File: config.mk
export PLATFORM = sky130hd
export DESIGN_NAME = sprite_frame_sequencer
export DESIGN_NICKNAME = d
export VERILOG_FILES = /design/src/rtl/sprite_pkg.sv /design/src/rtl/sprite_frame_sequencer_pixel_mux.sv /design/src/rtl/sprite_frame_sequencer.sv
export SDC_FILE = /design/constraint.sdc
export NUM_CORES = 1
export LEC_CHECK = 0
export ABC_CLOCK_PERIOD_IN_PS = 1650
export CORE_ASPECT_RATIO = 0.8
export CORE_MARGIN = 3
export CORE_UTILIZATION = 33
export CTS_BUF_LIST = sky130_fd_sc_hd__clkbuf_16
export DETAILED_ROUTE_END_ITERATION = 10
export PLACE_DENSITY_LB_ADDON = 0.25
export REMOVE_ABC_BUFFERS = 1
export SYNTH_ARGS = -nofsm -noshare
export SYNTH_HDL_FRONTEND = slang
export SYNTH_SLANG_ARGS = --single-unit
export TNS_END_PERCENT = 30
File: constraint.sdc
create_clock -name clk -period 1.65 [get_ports clk]
set_input_delay 0.2475 -clock clk [delete_from_list [all_inputs] [get_ports clk]]
set_output_delay 0.2475 -clock clk [all_outputs]
set_load 0.01 [all_outputs]
File: src/rtl/sprite_pkg.sv
// sprite_pkg: shared widths, sprite indices, colours and sequencer state encoding
package sprite_pkg;
  localparam int X_W = 9;
  localparam int Y_W = 8;
  localparam int C_W = 3;
  localparam int SPR_PLAYER = 0;
  localparam int SPR_ALIEN  = 1;
  localparam int SPR_BULLET = 2;
  localparam logic [C_W-1:0] COLOUR_BLACK = 3'b000;
  typedef logic [2:0] state_t;
  localparam state_t IDLE  = 3'd0;
  localparam state_t ERASE = 3'd1;
  localparam state_t GAP_E = 3'd2;
  localparam state_t DRAW  = 3'd3;
  localparam state_t GAP_D = 3'd4;
endpackage

File: src/rtl/sprite_frame_sequencer_pixel_mux.sv
// sprite_pixel_mux: routes the selected sprite's pixel stream to the VGA port, blacking colour on erase
module sprite_pixel_mux
  import sprite_pkg::*;
#(
  parameter int N_SPR = 3,
  parameter int SW    = 2
) (
  input  logic [SW-1:0]        sel,
  input  logic                 plot,
  input  logic                 erase,
  input  logic [X_W*N_SPR-1:0] spr_x,
  input  logic [Y_W*N_SPR-1:0] spr_y,
  input  logic [C_W*N_SPR-1:0] spr_colour,
  output logic [X_W-1:0]       vga_x,
  output logic [Y_W-1:0]       vga_y,
  output logic [C_W-1:0]       vga_colour,
  output logic                 vga_plot
);
  // select the active sprite's pixel; everything is zero when no phase is running
  always_comb begin
    vga_x      = '0;
    vga_y      = '0;
    vga_colour = COLOUR_BLACK;
    vga_plot   = plot;
    for (int i = 0; i < N_SPR; i++) begin
      if (plot && sel == SW'(i)) begin
        vga_x      = spr_x[i*X_W +: X_W];
        vga_y      = spr_y[i*Y_W +: Y_W];
        vga_colour = erase ? COLOUR_BLACK : spr_colour[i*C_W +: C_W];
      end
    end
  end
endmodule

File: src/rtl/sprite_frame_sequencer.sv
// sprite_frame_sequencer: per-frame erase/draw scheduler driving sprite requests and the VGA write port
module sprite_frame_sequencer
  import sprite_pkg::*;
#(
  parameter int N_SPR   = 3,
  parameter int TIMEOUT = 255,
  parameter int TW      = 8
) (
  input  logic                 clk,
  input  logic                 reset,
  input  logic                 frame_tick,
  input  logic [N_SPR-1:0]     spr_done,
  input  logic [X_W*N_SPR-1:0] spr_x,
  input  logic [Y_W*N_SPR-1:0] spr_y,
  input  logic [C_W*N_SPR-1:0] spr_colour,
  output logic [N_SPR-1:0]     draw_signal,
  output logic [N_SPR-1:0]     erase_signal,
  output logic [X_W-1:0]       vga_x,
  output logic [Y_W-1:0]       vga_y,
  output logic [C_W-1:0]       vga_colour,
  output logic                 vga_plot,
  output logic                 busy,
  output logic                 overrun,
  output logic                 timeout_err
);
  localparam int SW = (N_SPR > 1) ? $clog2(N_SPR) : 1;
  state_t            state_q, state_d;
  logic [SW-1:0]     sel_q, sel_d;
  logic [TW-1:0]     tcnt_q, tcnt_d;
  logic              first_q, first_d;
  logic              busy_q, busy_d;
  logic              overrun_q, overrun_d;
  logic              timeout_err_q, timeout_err_d;
  logic [N_SPR-1:0]  draw_q, draw_d;
  logic [N_SPR-1:0]  erase_q, erase_d;
  logic [N_SPR-1:0]  sel_oh;
  logic              phase, done_sel, expired;
  assign sel_oh   = N_SPR'(1) << sel_q;
  assign phase    = (state_q == ERASE) || (state_q == DRAW);
  assign done_sel = |(spr_done & sel_oh);
  assign expired  = tcnt_q == TW'(TIMEOUT);
  // sequencing: walk sprites in order, erase then draw each, with a one-cycle quiet gap after every phase
  always_comb begin
    state_d       = state_q;
    sel_d         = sel_q;
    first_d       = first_q;
    tcnt_d        = phase ? tcnt_q + 1'b1 : tcnt_q;
    overrun_d     = overrun_q | (frame_tick & busy_q);
    timeout_err_d = timeout_err_q | (phase & ~done_sel & expired);
    case (state_q)
      IDLE: if (frame_tick) begin
        state_d = first_q ? DRAW : ERASE;
        sel_d   = '0;
        tcnt_d  = '0;
      end
      ERASE: if (done_sel || expired) state_d = GAP_E;
      GAP_E: begin
        state_d = DRAW;
        tcnt_d  = '0;
      end
      DRAW: if (done_sel || expired) state_d = GAP_D;
      GAP_D: if (sel_q == SW'(N_SPR - 1)) begin
        state_d = IDLE;
        first_d = 1'b0;
      end else begin
        state_d = first_q ? DRAW : ERASE;
        sel_d   = sel_q + 1'b1;
        tcnt_d  = '0;
      end
      default: state_d = IDLE;
    endcase
    busy_d  = state_d != IDLE;
    draw_d  = (state_q == DRAW) ? sel_oh : '0;
    erase_d = (state_q == ERASE) ? sel_oh : '0;
  end
  // state and registered outputs; reset aborts a frame immediately and clears sticky flags
  always_ff @(posedge clk) begin
    if (!reset) begin
      state_q       <= IDLE;
      sel_q         <= '0;
      tcnt_q        <= '0;
      first_q       <= 1'b1;
      busy_q        <= 1'b0;
      overrun_q     <= 1'b0;
      timeout_err_q <= 1'b0;
      draw_q        <= '0;
      erase_q       <= '0;
    end else begin
      state_q       <= state_d;
      sel_q         <= sel_d;
      tcnt_q        <= tcnt_d;
      first_q       <= first_d;
      busy_q        <= busy_d;
      overrun_q     <= overrun_d;
      timeout_err_q <= timeout_err_d;
      draw_q        <= draw_d;
      erase_q       <= erase_d;
    end
  end
  assign draw_signal  = draw_q;
  assign erase_signal = erase_q;
  assign busy         = busy_q;
  assign overrun      = overrun_q;
  assign timeout_err  = timeout_err_q;
  sprite_pixel_mux #(.N_SPR(N_SPR), .SW(SW)) u_mux (
    .sel        (sel_q),
    .plot       (phase),
    .erase      (state_q == ERASE),
    .spr_x      (spr_x),
    .spr_y      (spr_y),
    .spr_colour (spr_colour),
    .vga_x      (vga_x),
    .vga_y      (vga_y),
    .vga_colour (vga_colour),
    .vga_plot   (vga_plot)
  );
endmodule
==> flow_summary.ini <==
[run_status]
status = finished, violations left
violations = setup timing

[critical_path]
cp_max_fo = 4
required_ps = 1400
start_kind = flop
cp_top_family = buffers and inverters
cp.arrival_ps = 1680
path_cells = buf_4, ha_2, inv_4, nor2_8, buf_12, buf_12, a221oi_2, a21oi_1, buf_2
critical-path-max-stage-delay_ps = 340
crit_top_cell = buf_12
cp_slowest_cell = dfxtp_2
path_buf_inv = 5
setup.worst_path.class = reg -> out
crit_path_end_kind = output pin

[sta]
rsz0062_at_grt = true
fin_crit_sh = 1.171
fmax_ghz = 0.5175
slew_violations = 0
hold_viol_final = 0
setup_slack_ps = -282.3
tns_ps = -5038
finClkSkew_ps = 6.467
relSlewSlack = 0.7182
fin_crit_ps = 1932
worstMarginPinSlew_ps = 421.7
setup_violations = 23

[grt]
grt_max_degree = 21
antenna_found_initial = 0
grt.overflow.total = 0
grt_pass1_vias = 1823
grt_pass1_wl_um = 8204
gr-usage-all-layers = 0.1944

[drt]
postRouteAntennaNets = 0
first_iter_violations = 75
drt-wirelength-per-cell_um = 14.18
postRouteWirelength_um = 5075
num_vias = 1760
drc = 0
firstDrtPassIters = 5
via_per_inst = 4.916

[synth]
yosys.area.top_type = dfxtp_1
yosys_warnings = 0
avgSynthCellArea_sq_um = 8.119
synth-seq-cells = 23
ys_types = 37
synth_area_leaders = dfxtp_1 32%, a22oi_1 9.2%, nand2_1 6.9%
yosysTopAreaCellShare = 0.3151
synthCells = 180
synth_area_sq_um = 1461
yosysSeqAreaShare = 0.3151

[power_and_ir_drop]
p_leak_nw = 1.135
p_per_area_nw_per_um2 = 610.0
peakVddDrop_mv = 0.4729

[floorplan]
die_y_um = 65.52
ios = 96
rows = 20
core_sq_um = 4029
initial_core_util = 0.3627
dieArea_sq_um = 5268
die_w_um = 80.40

[clock_network]
cts-root-buf = clkbuf_16
clock_latency_ps = 260
cts_tree = done
clock_path_buffers = 2
clock-sinks = 23
htreeDepth = 1
path_clk_slew_ps = 60
hold_buffers = 0
cts_made_buffers = 3

[layout]
syn_to_final_growth_pct = 92.21
layout.nets = 374
final_cells = 358
drive_gt1_frac = 0.2706
stdcell_area_sq_um = 2809
mostFrequentLayoutCells = 74 x clkdlybuf4s50_1, 27 x nand2_1, 23 x buf_4
mostFrequentLayoutCell = clkdlybuf4s50_1
regArea_sq_um = 465.4
multiInputGateArea_sq_um = 945.9
antenna_cells = 0
fillers = 335

[place]
io_buffers = 95
dp_slack_ps = -427.3
dp_cells = 340
place_congestion = 0.8115
dp_hpwl_um = 3823
dpl-instance-area_sq_um = 2579

[min_path]
worst_hold_path_type = reg -> reg

[flow_run]
drv_cap = 0
[per-layer routing]
metal  track usage  vias up  wire, um
met5             0        -         0
met4       0.02532        0        14
met3       0.06438        2       436
met2        0.3450       68      2519
met1        0.2331      799      2103
li1              -      891         -
[cell families after synthesis]
kind of cell               synth area share
muxes                               0.01455
xor gates and xnor gates            0.04195
AOI/OAI and AO/OA                    0.2731
and+or+nand+nor                      0.2431
DFF                                  0.3151
buffers and inverters               0.07791
adders and majority gates           0.03425
[metrics by stage]
stage	hold WS (ps)	total power, W	util
after floorplan	309.4	0.0008046	-
after global placement	451.6	0.001172	0.6401
after detailed placement	462.1	0.001176	0.6401
after CTS	475.6	0.001681	0.6683
after global routing	510.2	0.001799	0.6972
final	470.8	0.001714	0.6972
[layout make-up]
type,count,share of cell area
timing repair buffer,131,0.4343
multi-input combinational,140,0.3367
sequential,23,0.1657
clock buffer,3,0.02673
tap,55,0.02450
inverter,5,0.01025
clock inverter,1,0.001782
[worst paths after layout]
kind              depth (start not counted)  slack, ps         from       endpoint
setup / recovery                          9       -280     sel_q[1]  vga_colour[1]
hold / removal                            1        470  timeout_err    timeout_err
setup reg to reg                          8       -160     sel_q[1]     state_q[1]
hold reg to reg                           1        470  timeout_err    timeout_err
[where the power goes]
part | internal [W] | leakage, nW | total, W | switching (W)
logic | 0.000357 | 0.906 | 0.000596 | 0.000239
clock network | 0.000326 | 0.0409 | 0.000518 | 0.000193
registers | 0.000576 | 0.188 | 0.000600 | 0.0000240
total | 0.00126 | 1.13 | 0.00171 | 0.000455
[state kept, by name, indices dropped and copies added (netlist names)]
| register | cells |
|---|---|
| state_q | 3 |
| timeout_err | 1 |
| busy | 1 |
| sel_q | 2 |
| tcnt_q | 8 |
| erase_signal | 3 |
| overrun | 1 |
| draw_signal | 3 |
| first_q | 1 |
[worst register-to-register path: stages, from the launching register on]
cell	delay [ps]
dfxtp_2	360
inv_4	60
ha_4	170
buf_4	130
buf_6	110
a222oi_1	360
o21a_1	240
mux2i_1	190
o21ai_1	70
[cell usage after synthesis]
cell type  number
and3_1          4
clkbuf_1        2
buf_2           1
o21ai_1        17
buf_6           2
and2_4          1
nor2b_1         4
and2_1          7
o21ai_0         8
o31ai_1         1
xor2_1          5
nor3b_2         1
xnor2_1         2
a222oi_1        1
mux2_2          1
a21oi_1         6
dfxtp_1        23
inv_4           1
nor3b_1         2
nand4_1         5
ha_1            4
nor2_1         11
nand2_1        27
a21boi_0        3
nor2_8          1
nand3_1         2
o21a_1          2
or4_1           1
a221oi_2        3
o311ai_0        1
nand2b_4        1
buf_4           4
mux2i_1         1
buf_1           2
inv_1           4
a22oi_1        18
buf_12          1
[what timing repair did]
item / 4_1_cts / 5_1_grt
endpoints found under the setup margin: 23 / 34
setup buffers: 6 / 7
resized for setup: 100 / 14
gates cloned: 1 / 0
pin swaps: 5 / 10
Power figures use the tool's default switching activity.
